$ cat src/rtl/game_pkg.sv
// rtl/game_pkg.sv - shared game constants, rectangle descriptor and arbiter state type
package game_pkg;

    localparam int SCREEN_W = 640;
    localparam int SCREEN_H = 480;
    localparam int P_WIDTH  = 12;
    localparam int P_HEIGHT = 12;

    localparam logic [3:0] DIR_UP    = 4'd8;
    localparam logic [3:0] DIR_DOWN  = 4'd4;
    localparam logic [3:0] DIR_RIGHT = 4'd2;
    localparam logic [3:0] DIR_LEFT  = 4'd1;

    typedef struct packed {
        logic [9:0] hpos;
        logic [9:0] vpos;
        logic [9:0] width;
        logic [9:0] height;
        logic [3:0] color;
        logic       visible;
    } rect_t;

    typedef enum logic [1:0] {
        ST_IDLE,
        ST_SCAN,
        ST_DECIDE
    } arb_state_t;

endpackage

$ cat src/rtl/rect_overlap_check.sv
// rtl/rect_overlap_check.sv - strict box overlap plus colour-mismatch test for one rectangle slot
module rect_overlap_check #(
    parameter int P_WIDTH  = 12,
    parameter int P_HEIGHT = 12
) (
    input  logic [9:0] ph,
    input  logic [9:0] pv,
    input  logic [3:0] pcolor,
    input  logic [9:0] rhpos,
    input  logic [9:0] rvpos,
    input  logic [9:0] rwidth,
    input  logic [9:0] rheight,
    input  logic [3:0] rcolor,
    input  logic       rvisible,
    output logic       hit
);

    logic [10:0] r_right;
    logic [10:0] r_bottom;
    logic [10:0] p_right;
    logic [10:0] p_bottom;
    logic        h_overlap;
    logic        v_overlap;

    // Sums are 11 bits so a rectangle near the 10-bit limit never wraps around.
    assign r_right   = {1'b0, rhpos} + {1'b0, rwidth};
    assign r_bottom  = {1'b0, rvpos} + {1'b0, rheight};
    assign p_right   = {1'b0, ph} + 11'(P_WIDTH);
    assign p_bottom  = {1'b0, pv} + 11'(P_HEIGHT);

    assign h_overlap = ({1'b0, ph} < r_right) && (p_right > {1'b0, rhpos});
    assign v_overlap = ({1'b0, pv} < r_bottom) && (p_bottom > {1'b0, rvpos});

    assign hit = rvisible && (rcolor != pcolor) && h_overlap && v_overlap;

endmodule

$ cat src/rtl/move_arbiter.sv
// rtl/move_arbiter.sv - sequences one shared collision checker over the rectangle table per player move
module move_arbiter
    import game_pkg::*;
#(
    parameter int N_RECT    = 8,
    parameter int IDX_W     = 3,
    parameter int P_WIDTH   = game_pkg::P_WIDTH,
    parameter int P_HEIGHT  = game_pkg::P_HEIGHT,
    parameter int SCREEN_W  = game_pkg::SCREEN_W,
    parameter int SCREEN_H  = game_pkg::SCREEN_H,
    parameter int PLAYER_H0 = 314,
    parameter int PLAYER_V0 = 234
) (
    input  logic             btnClk,
    input  logic             rst_n,
    input  logic [3:0]       btns,
    input  logic [3:0]       player_color,
    input  logic             cfg_we,
    input  logic [IDX_W-1:0] cfg_idx,
    input  logic [9:0]       cfg_hpos,
    input  logic [9:0]       cfg_vpos,
    input  logic [9:0]       cfg_width,
    input  logic [9:0]       cfg_height,
    input  logic [3:0]       cfg_color,
    input  logic             cfg_visible,
    output logic [9:0]       player_hPos,
    output logic [9:0]       player_vPos,
    output logic             busy,
    output logic             move_done,
    output logic             blocked,
    output logic [IDX_W-1:0] hit_idx
);

    localparam logic [9:0] H_MAX = 10'(SCREEN_W - P_WIDTH);
    localparam logic [9:0] V_MAX = 10'(SCREEN_H - P_HEIGHT);
    localparam logic [IDX_W-1:0] LAST_IDX = IDX_W'(N_RECT - 1);

    arb_state_t       state;
    arb_state_t       next_state;
    rect_t            tbl [N_RECT];
    rect_t            cur_rect;
    logic [IDX_W-1:0] idx;
    logic [3:0]       lat_color;
    logic [9:0]       prop_h;
    logic [9:0]       prop_v;
    logic [9:0]       step_h;
    logic [9:0]       step_v;
    logic             hit_any;
    logic             slot_hit;
    logic             req_ok;

    assign req_ok = (btns == DIR_UP) || (btns == DIR_DOWN) ||
                    (btns == DIR_RIGHT) || (btns == DIR_LEFT);

    always_comb begin
        step_h = player_hPos;
        step_v = player_vPos;
        case (btns)
            DIR_UP:    step_v = (player_vPos == 10'd0) ? V_MAX : player_vPos - 10'd1;
            DIR_DOWN:  step_v = (player_vPos == V_MAX) ? 10'd0 : player_vPos + 10'd1;
            DIR_LEFT:  step_h = (player_hPos == 10'd0) ? H_MAX : player_hPos - 10'd1;
            DIR_RIGHT: step_h = (player_hPos == H_MAX) ? 10'd0 : player_hPos + 10'd1;
            default: ;
        endcase
    end

    // Table read is combinational, so a same-edge write to the scanned slot is not observed.
    always_ff @(posedge btnClk) begin
        if (!rst_n) begin
            for (int i = 0; i < N_RECT; i++) begin
                tbl[i] <= '0;
            end
        end else if (cfg_we) begin
            tbl[cfg_idx] <= '{hpos: cfg_hpos, vpos: cfg_vpos, width: cfg_width,
                              height: cfg_height, color: cfg_color, visible: cfg_visible};
        end
    end

    assign cur_rect = tbl[idx];

    rect_overlap_check #(
        .P_WIDTH (P_WIDTH),
        .P_HEIGHT(P_HEIGHT)
    ) u_check (
        .ph      (prop_h),
        .pv      (prop_v),
        .pcolor  (lat_color),
        .rhpos   (cur_rect.hpos),
        .rvpos   (cur_rect.vpos),
        .rwidth  (cur_rect.width),
        .rheight (cur_rect.height),
        .rcolor  (cur_rect.color),
        .rvisible(cur_rect.visible),
        .hit     (slot_hit)
    );

    always_ff @(posedge btnClk) begin
        if (!rst_n) begin
            state <= ST_IDLE;
        end else begin
            state <= next_state;
        end
    end

    always_comb begin
        next_state = state;
        case (state)
            ST_IDLE:   if (req_ok) next_state = ST_SCAN;
            ST_SCAN:   if (idx == LAST_IDX) next_state = ST_DECIDE;
            ST_DECIDE: next_state = ST_IDLE;
            default:   next_state = ST_IDLE;
        endcase
    end

    // busy also covers the cycle the decision pulse is visible.
    always_comb begin
        busy = (state != ST_IDLE) || move_done || blocked;
    end

    always_ff @(posedge btnClk) begin
        if (!rst_n) begin
            player_hPos <= 10'(PLAYER_H0);
            player_vPos <= 10'(PLAYER_V0);
            move_done   <= 1'b0;
            blocked     <= 1'b0;
            hit_idx     <= '0;
            idx         <= '0;
            hit_any     <= 1'b0;
            lat_color   <= '0;
            prop_h      <= '0;
            prop_v      <= '0;
        end else begin
            move_done <= 1'b0;
            blocked   <= 1'b0;
            case (state)
                ST_IDLE: begin
                    if (req_ok) begin
                        lat_color <= player_color;
                        prop_h    <= step_h;
                        prop_v    <= step_v;
                        idx       <= '0;
                        hit_any   <= 1'b0;
                        hit_idx   <= '0;
                    end
                end
                ST_SCAN: begin
                    idx <= idx + 1'b1;
                    if (slot_hit) begin
                        hit_any <= 1'b1;
                        if (!hit_any) hit_idx <= idx;
                    end
                end
                ST_DECIDE: begin
                    if (hit_any) begin
                        blocked <= 1'b1;
                    end else begin
                        player_hPos <= prop_h;
                        player_vPos <= prop_v;
                        move_done   <= 1'b1;
                    end
                end
                default: ;
            endcase
        end
    end

endmodule

$ cat config.mk
export PLATFORM = sky130hd
export DESIGN_NAME = move_arbiter
export DESIGN_NICKNAME = d
export VERILOG_FILES = /design/src/rtl/game_pkg.sv /design/src/rtl/rect_overlap_check.sv /design/src/rtl/move_arbiter.sv
export SDC_FILE = /design/constraint.sdc
export NUM_CORES = 1
export LEC_CHECK = 0
export ABC_AREA = 1
export BUFFER_PORTS_ARGS = -buffer_cell sky130_fd_sc_hd__buf_4
export CAP_MARGIN = 20
export CELL_PAD_IN_SITES_DETAIL_PLACEMENT = 0
export CELL_PAD_IN_SITES_GLOBAL_PLACEMENT = 1
export CORE_UTILIZATION = 45
export CTS_BUF_LIST = sky130_fd_sc_hd__clkbuf_2
export DETAILED_ROUTE_END_ITERATION = 10
export GPL_TIMING_DRIVEN = 0
export PLACE_DENSITY = 0.84
export SLEW_MARGIN = 15
export SYNTH_ARGS = -nofsm -noshare
export SYNTH_HDL_FRONTEND = slang
export SYNTH_HIERARCHICAL = 1
export SYNTH_SLANG_ARGS = --single-unit
$ cat constraint.sdc
create_clock -name btnClk -period 3.95 [get_ports btnClk]
set_input_delay 0.79 -clock btnClk [delete_from_list [all_inputs] [get_ports btnClk]]
set_output_delay 0.79 -clock btnClk [all_outputs]
set_load 0.005 [all_outputs]
Word-level counts from Yosys, hierarchy flattened:

Memories as Yosys holds them, arrays and structs flattened. A register that Yosys moved wholly into a read port is not among the register bits.
Index checks and enable logic that the tools add are counted.

* flip-flop bits (word level): 55
* memories: 1
* latch bits: 0
* bits in writable memories: 360
* logic and storage cells: 91
* memory bits (read-only): 0
* output and inout bits: 26
* input bits: 59

* add/sub/neg operators: 9
* divide/modulo/power cells: 0
* magnitude comparators: 4
* eq/ne operators: 14
* reduce and logical (&&, ||, !) cells: 23
* multiplexer cells: 28
* $mul: 0
* shift operators: 0
* bitwise gates (word level): 1

Memories
* tbl: words 8, width 45, rd ports 1, clocked after memory_dff 1, write ports 8, RTL line move_arbiter.sv:40 `rect_t tbl [N_RECT];`

Operator list (count)
* 45-bit 2-to-1 mux: 1
* 45-bit OR reduction: 1
* 10-bit 2-to-1 mux: 4
* 10-bit one-hot mux with 2 select lines: 2
* 10-bit by 10-bit adder with 11-bit output: 2
* 10-bit by 4-bit adder with 11-bit output, second input constant: 2
* 11-bit by 10-bit > comparator with 1-bit output: 2
* 10-bit by 11-bit < comparator with 1-bit output: 2
* 10-bit by 1-bit adder with 10-bit output, second input constant: 2
* 10-bit logical NOT: 2
* 10-bit by 1-bit subtractor with 10-bit output, second input constant: 2
* 3-bit 2-to-1 mux: 6
* 3-bit one-hot mux with 2 select lines: 2
* 10-bit == test, second input constant: 1
* 10-bit by 9-bit == test with 1-bit output, second input constant: 1
* 2-bit AND reduction: 5
* 1-bit 2-to-1 mux: 9
* 2-bit inequality test, second input constant: 4
* 1-bit logical AND: 5
* 1-bit logical OR: 5
* 4-bit by 1-bit == test with 1-bit output, second input constant: 1
* 4-bit by 2-bit == test with 1-bit output, second input constant: 1
* 4-bit by 3-bit == test with 1-bit output, second input constant: 1
* 4-bit == test, second input constant: 1
* 13 further kinds: 15

Depth between registers and ports, before layout:

* depth after elaboration: 8
* gate-level depth with buffers: 34
* depth with buffers taken out: 30

By module:

Netlist, hierarchy kept.

By module, submodules not included
* move_arbiter: seq. area each 11971.5 µm², instances 1, cells each 2009, area an instance 19079.5 µm²
* rect_overlap_check: seq. area each 0.0 µm², instances 1, cells each 363, area an instance 2243.4 µm²

Worst setup path after synthesis:

No wires, ideal clock.

* kind: reg-to-reg
* start point: register (tool-made name)
* end point: register hit_idx[0]
* clock period less this slack: 3655 ps
* setup time: 122 ps
* required time: 3828 ps
* buffers on the path: 4
* cell stages (with the launch flop): 33
* slack: 295 ps
* arrival time: 3533 ps
* cell sequence: dfxtp_1 buf_2 buf_6 inv_4 buf_6 buf_2 nor2_1 o32ai_1 nand2_1 nand2_1 ha_1 fa_1 inv_1 nor2_1 nor2_1 xor2_1 ha_1 nand2_1 inv_1 a21oi_1 nand2_1 nand2_1 nand2_1 nand2_1 nand2_1 nand2_1 nand2_1 nor2_2 nand2_1 nand2_1 nand3_2 nand3_1 o21ai_0

RTL lines
* end signal, assigned: RTL line move_arbiter.sv:150 `if (!hit_any) hit_idx <= idx;`
* end, declared: RTL line move_arbiter.sv:31 `output logic [IDX_W-1:0] hit_idx`

==> reports/metrics.yaml <==
outcome: "complete, but fails checks"
violations: "DRC, setup timing"
synth_seq_area_share_pct: 56.1
clock_tree.buffer_depth: 3
worst_clock_skew_ns: 0.0570
max-vdd-ir-drop_uv: 261
hold_viol_final: 0
die-area_sq_mm: 0.0483
max_freq_mhz: 248
place.gp.congestion: 0.902
dpl_worst_slack_ns: -1.00
io-pin-count: 85
cts-root-buf: "sky130_fd_sc_hd__clkbuf_2"
clock_sinks: 418
critPathMaxFanout: 7
syn_nets: 2500
std_cell_rows: 79
cts.clk_slew.worst_paths_ns: 0.12
swShare_pct: 31.3
power.switching_mw: 3.25
wire_length_of_the_first_global_routing_pass_mm: 97.9
grt_pass1_vias: 17500
clkPwrFrac_pct: 29.4
yosysWarningCount: 6
core-area_sq_mm: 0.0467
crit_arrival_ns: 5.01
setup_viol_count_final: 3
drcViolationCount: 16
crit_path_end_kind: "register"
final_common_cell: "sky130_fd_sc_hd__nor2_1"
critical_path_required_ns: 4.94
tritoncts_clock_tree: "built"
grt_setup_unrepaired: "true"
power.sequential.fraction_pct: 49.6
syn_area_per_cell_sq_um: 8.99
detailedRoute.firstIterationViolations: 1939
final_cell_mix: "sky130_fd_sc_hd__nor2_1 (736), sky130_fd_sc_hd__edfxtp_1 (360), sky130_fd_sc_hd__nand2_1 (318), sky130_fd_sc_hd__clkbuf_2 (155), sky130_fd_sc_hd__inv_1 (149)"
global_route.usage.total_pct: 27.0
p_per_area_mw_per_mm2: 411
globalRouteOverflowTotal: 0
grt_max_degree: 46
clock_insertion_delay_worst_skew_ns: 1.12
headroom_to_the_max_slew_limit_pct: 47.1
timing.final.crit_period_ns: 4.02
p_leak_nw: 10.6
period_utilization_post_route_pct: 102
synth_cell_types: 41
drive_above_1_share_pct: 19.2
port-buffer-count: 83
min-delay-path-class: "in -> reg"
power.internal_mw: 7.15
finalPower_mw: 10.4
final.fill_count: 4241
detailroute.via_count: 18100
cts_htree_levels: 3
routed_wl_mm: 65.4
report.final.slew_viol_count: 0
detailedPlacementHpwl_mm: 42.7
combinationalPowerShare_pct: 21.0
critPathKind: "reg -> reg"
drt_pass1_iterations: 9
synthesis.area_sq_mm: 0.0213
area_delta_synth_final_pct: 18.7
design.final.nets: 2734
tightest_slew_ns: 0.794
finish.utilization_pct: 54.3
netlist_instances: 2372
initial_core_util_pct: 45.7
routed_wire_length_per_instance_um: 19.9
flip_flop_and_latch_count_after_synthesis: 418
fin_ws_ns: -0.0742
die_w_um: 220
cap_violations: 0
hold_slack_ns: 0.102
antenna_left: 0
crit_path_start_kind: "register"
routed_via_count_divided_by_cell_count: 5.49
grt_antenna_before_repair: 1
chipHeight_um: 220
total_clock_buffers_created_by_cts: 105
-- repair_timing --
action,CTS,global route
hold endpoints to repair,5,0
setup buffers,16,15
pin swaps,28,32
endpoints found under the setup margin,4,4
resized for setup,161,92
gates cloned,3,5
hold buffers,5,0
-- cells in the mapped netlist, drive strengths merged --
cell | count | area share, %
nor2 | 774 | 14
nand2 | 362 | 6.5
edfxtp | 360 | 51
o21ai | 163 | 3.8
inv | 159 | 2.8
o32ai | 90 | 3.7
nand3 | 68 | 1.6
ha | 67 | 3.9
a21oi | 64 | 1.6
buf | 63 | 1.6
clkbuf | 59 | 1.0
dfxtp | 58 | 5.4
xor2 | 23 | 0.94
nand4 | 13 | 0.38
xnor2 | 13 | 0.53
nor3 | 11 | 0.26
nand3b | 7 | 0.25
a21o | 4 | 0.14
o21bai | 3 | 0.11
a31oi | 2 | 0.059
fa | 2 | 0.19
o22ai | 2 | 0.059
or2 | 2 | 0.059
a211oi | 1 | 0.035
clkinv | 1 | 0.018
nor4 | 1 | 0.029
-- state kept, by name, summed over array words and instances, names as in the netlist, named ones only --
signal,cells
blocked,1
hit_any,1
hit_idx,3
idx,3
lat_color,4
move_done,1
player_hPos,10
player_vPos,10
prop_h,10
prop_v,10
state,2
tbl,360
-- logic make-up after synthesis --
family,synth area share (%)
XOR/XNOR,1.48
buffers and inverters,5.52
flip-flops,56.1
AO/OA/AOI/OAI,9.53
AND/OR/NAND/NOR,23.2
adder cells (fa/ha/maj),4.12
-- layer usage --
layer	GRT usage (%)	up-vias	share of wire (%)
li1	-	8515	-
met5	0	-	0
met1	34.5	8593	41
met4	10.5	0	2.8
met3	4.06	124	7.9
met2	45.9	845	48
-- worst max-delay path, cell delays in order (launching register included) --
cell and delay (ns):
sky130_fd_sc_hd__dfxtp_2 0.35, sky130_fd_sc_hd__buf_12 0.14, sky130_fd_sc_hd__buf_12 0.15, sky130_fd_sc_hd__clkinv_16 0.07, sky130_fd_sc_hd__buf_12 0.15, sky130_fd_sc_hd__buf_8 0.13, sky130_fd_sc_hd__nor2_1 0.04, sky130_fd_sc_hd__o32ai_1 0.35
sky130_fd_sc_hd__nand2_1 0.10, sky130_fd_sc_hd__nand2_1 0.26, sky130_fd_sc_hd__ha_1 0.32, sky130_fd_sc_hd__inv_1 0.07, sky130_fd_sc_hd__nor3_1 0.27, sky130_fd_sc_hd__nand3_1 0.13, sky130_fd_sc_hd__nand4_1 0.13, sky130_fd_sc_hd__xnor2_1 0.16
sky130_fd_sc_hd__ha_1 0.27, sky130_fd_sc_hd__nand2_1 0.06, sky130_fd_sc_hd__nand2_1 0.04, sky130_fd_sc_hd__nand2_1 0.07, sky130_fd_sc_hd__nand2_1 0.07, sky130_fd_sc_hd__nor2_2 0.11, sky130_fd_sc_hd__nand2_2 0.08, sky130_fd_sc_hd__nand2_2 0.10
sky130_fd_sc_hd__nand3_4 0.09, sky130_fd_sc_hd__nand3_2 0.07, sky130_fd_sc_hd__o21ai_1 0.07
-- path summary, 6_finish.rpt --
kind               startpoint    endpoint  slack (ns)  cells after the start
setup / recovery     register  hit_idx[1]       -0.07                     26
hold / removal    cfg_vpos[0]  tbl[2][25]        0.10                      3
setup reg to reg     register  hit_idx[1]       -0.07                     26
hold reg to reg        idx[0]  hit_idx[0]        0.48                      2
-- power groups by stage --
| stage | registers [mW] | logic [mW] | clock network (mW) |
|---|---|---|---|
| 6_report | 5.16 | 2.18 | 3.06 |
| 3_5_place_dp | 5.25 | 1.76 | 0 |
| 5_1_grt | 5.18 | 2.39 | 3.31 |
| 2_1_floorplan | 5.22 | 1.19 | 0 |
| 4_1_cts | 5.15 | 1.98 | 3.09 |
| 3_3_place_gp | 5.26 | 1.70 | 0 |
-- through the flow --
step	setup TNS, ns	instances	area, sq um
after floorplan	0	2372	21300
after global placement	-178.38	3062	22700
after detailed placement	-3.69	3066	22900
after CTS	-0.0860	3271	24700
after global routing	-1.02	3292	25300
final	-0.158	3292	25300
-- area by class of cell --
class	count	area (sq um)	share of cell area, %
Sequential cell	418	12000	47.3
Multi-Input combinational cell	1672	8850	35.0
Timing Repair Buffer	131	1230	4.87
Buffer	118	882	3.48
Tap cell	607	759	3.00
Clock buffer	140	701	2.77
Inverter	160	627	2.48
Clock inverter	45	285	1.13
Antenna cell	1	2.50	0.00988
(Power assumes the default switching activity.)
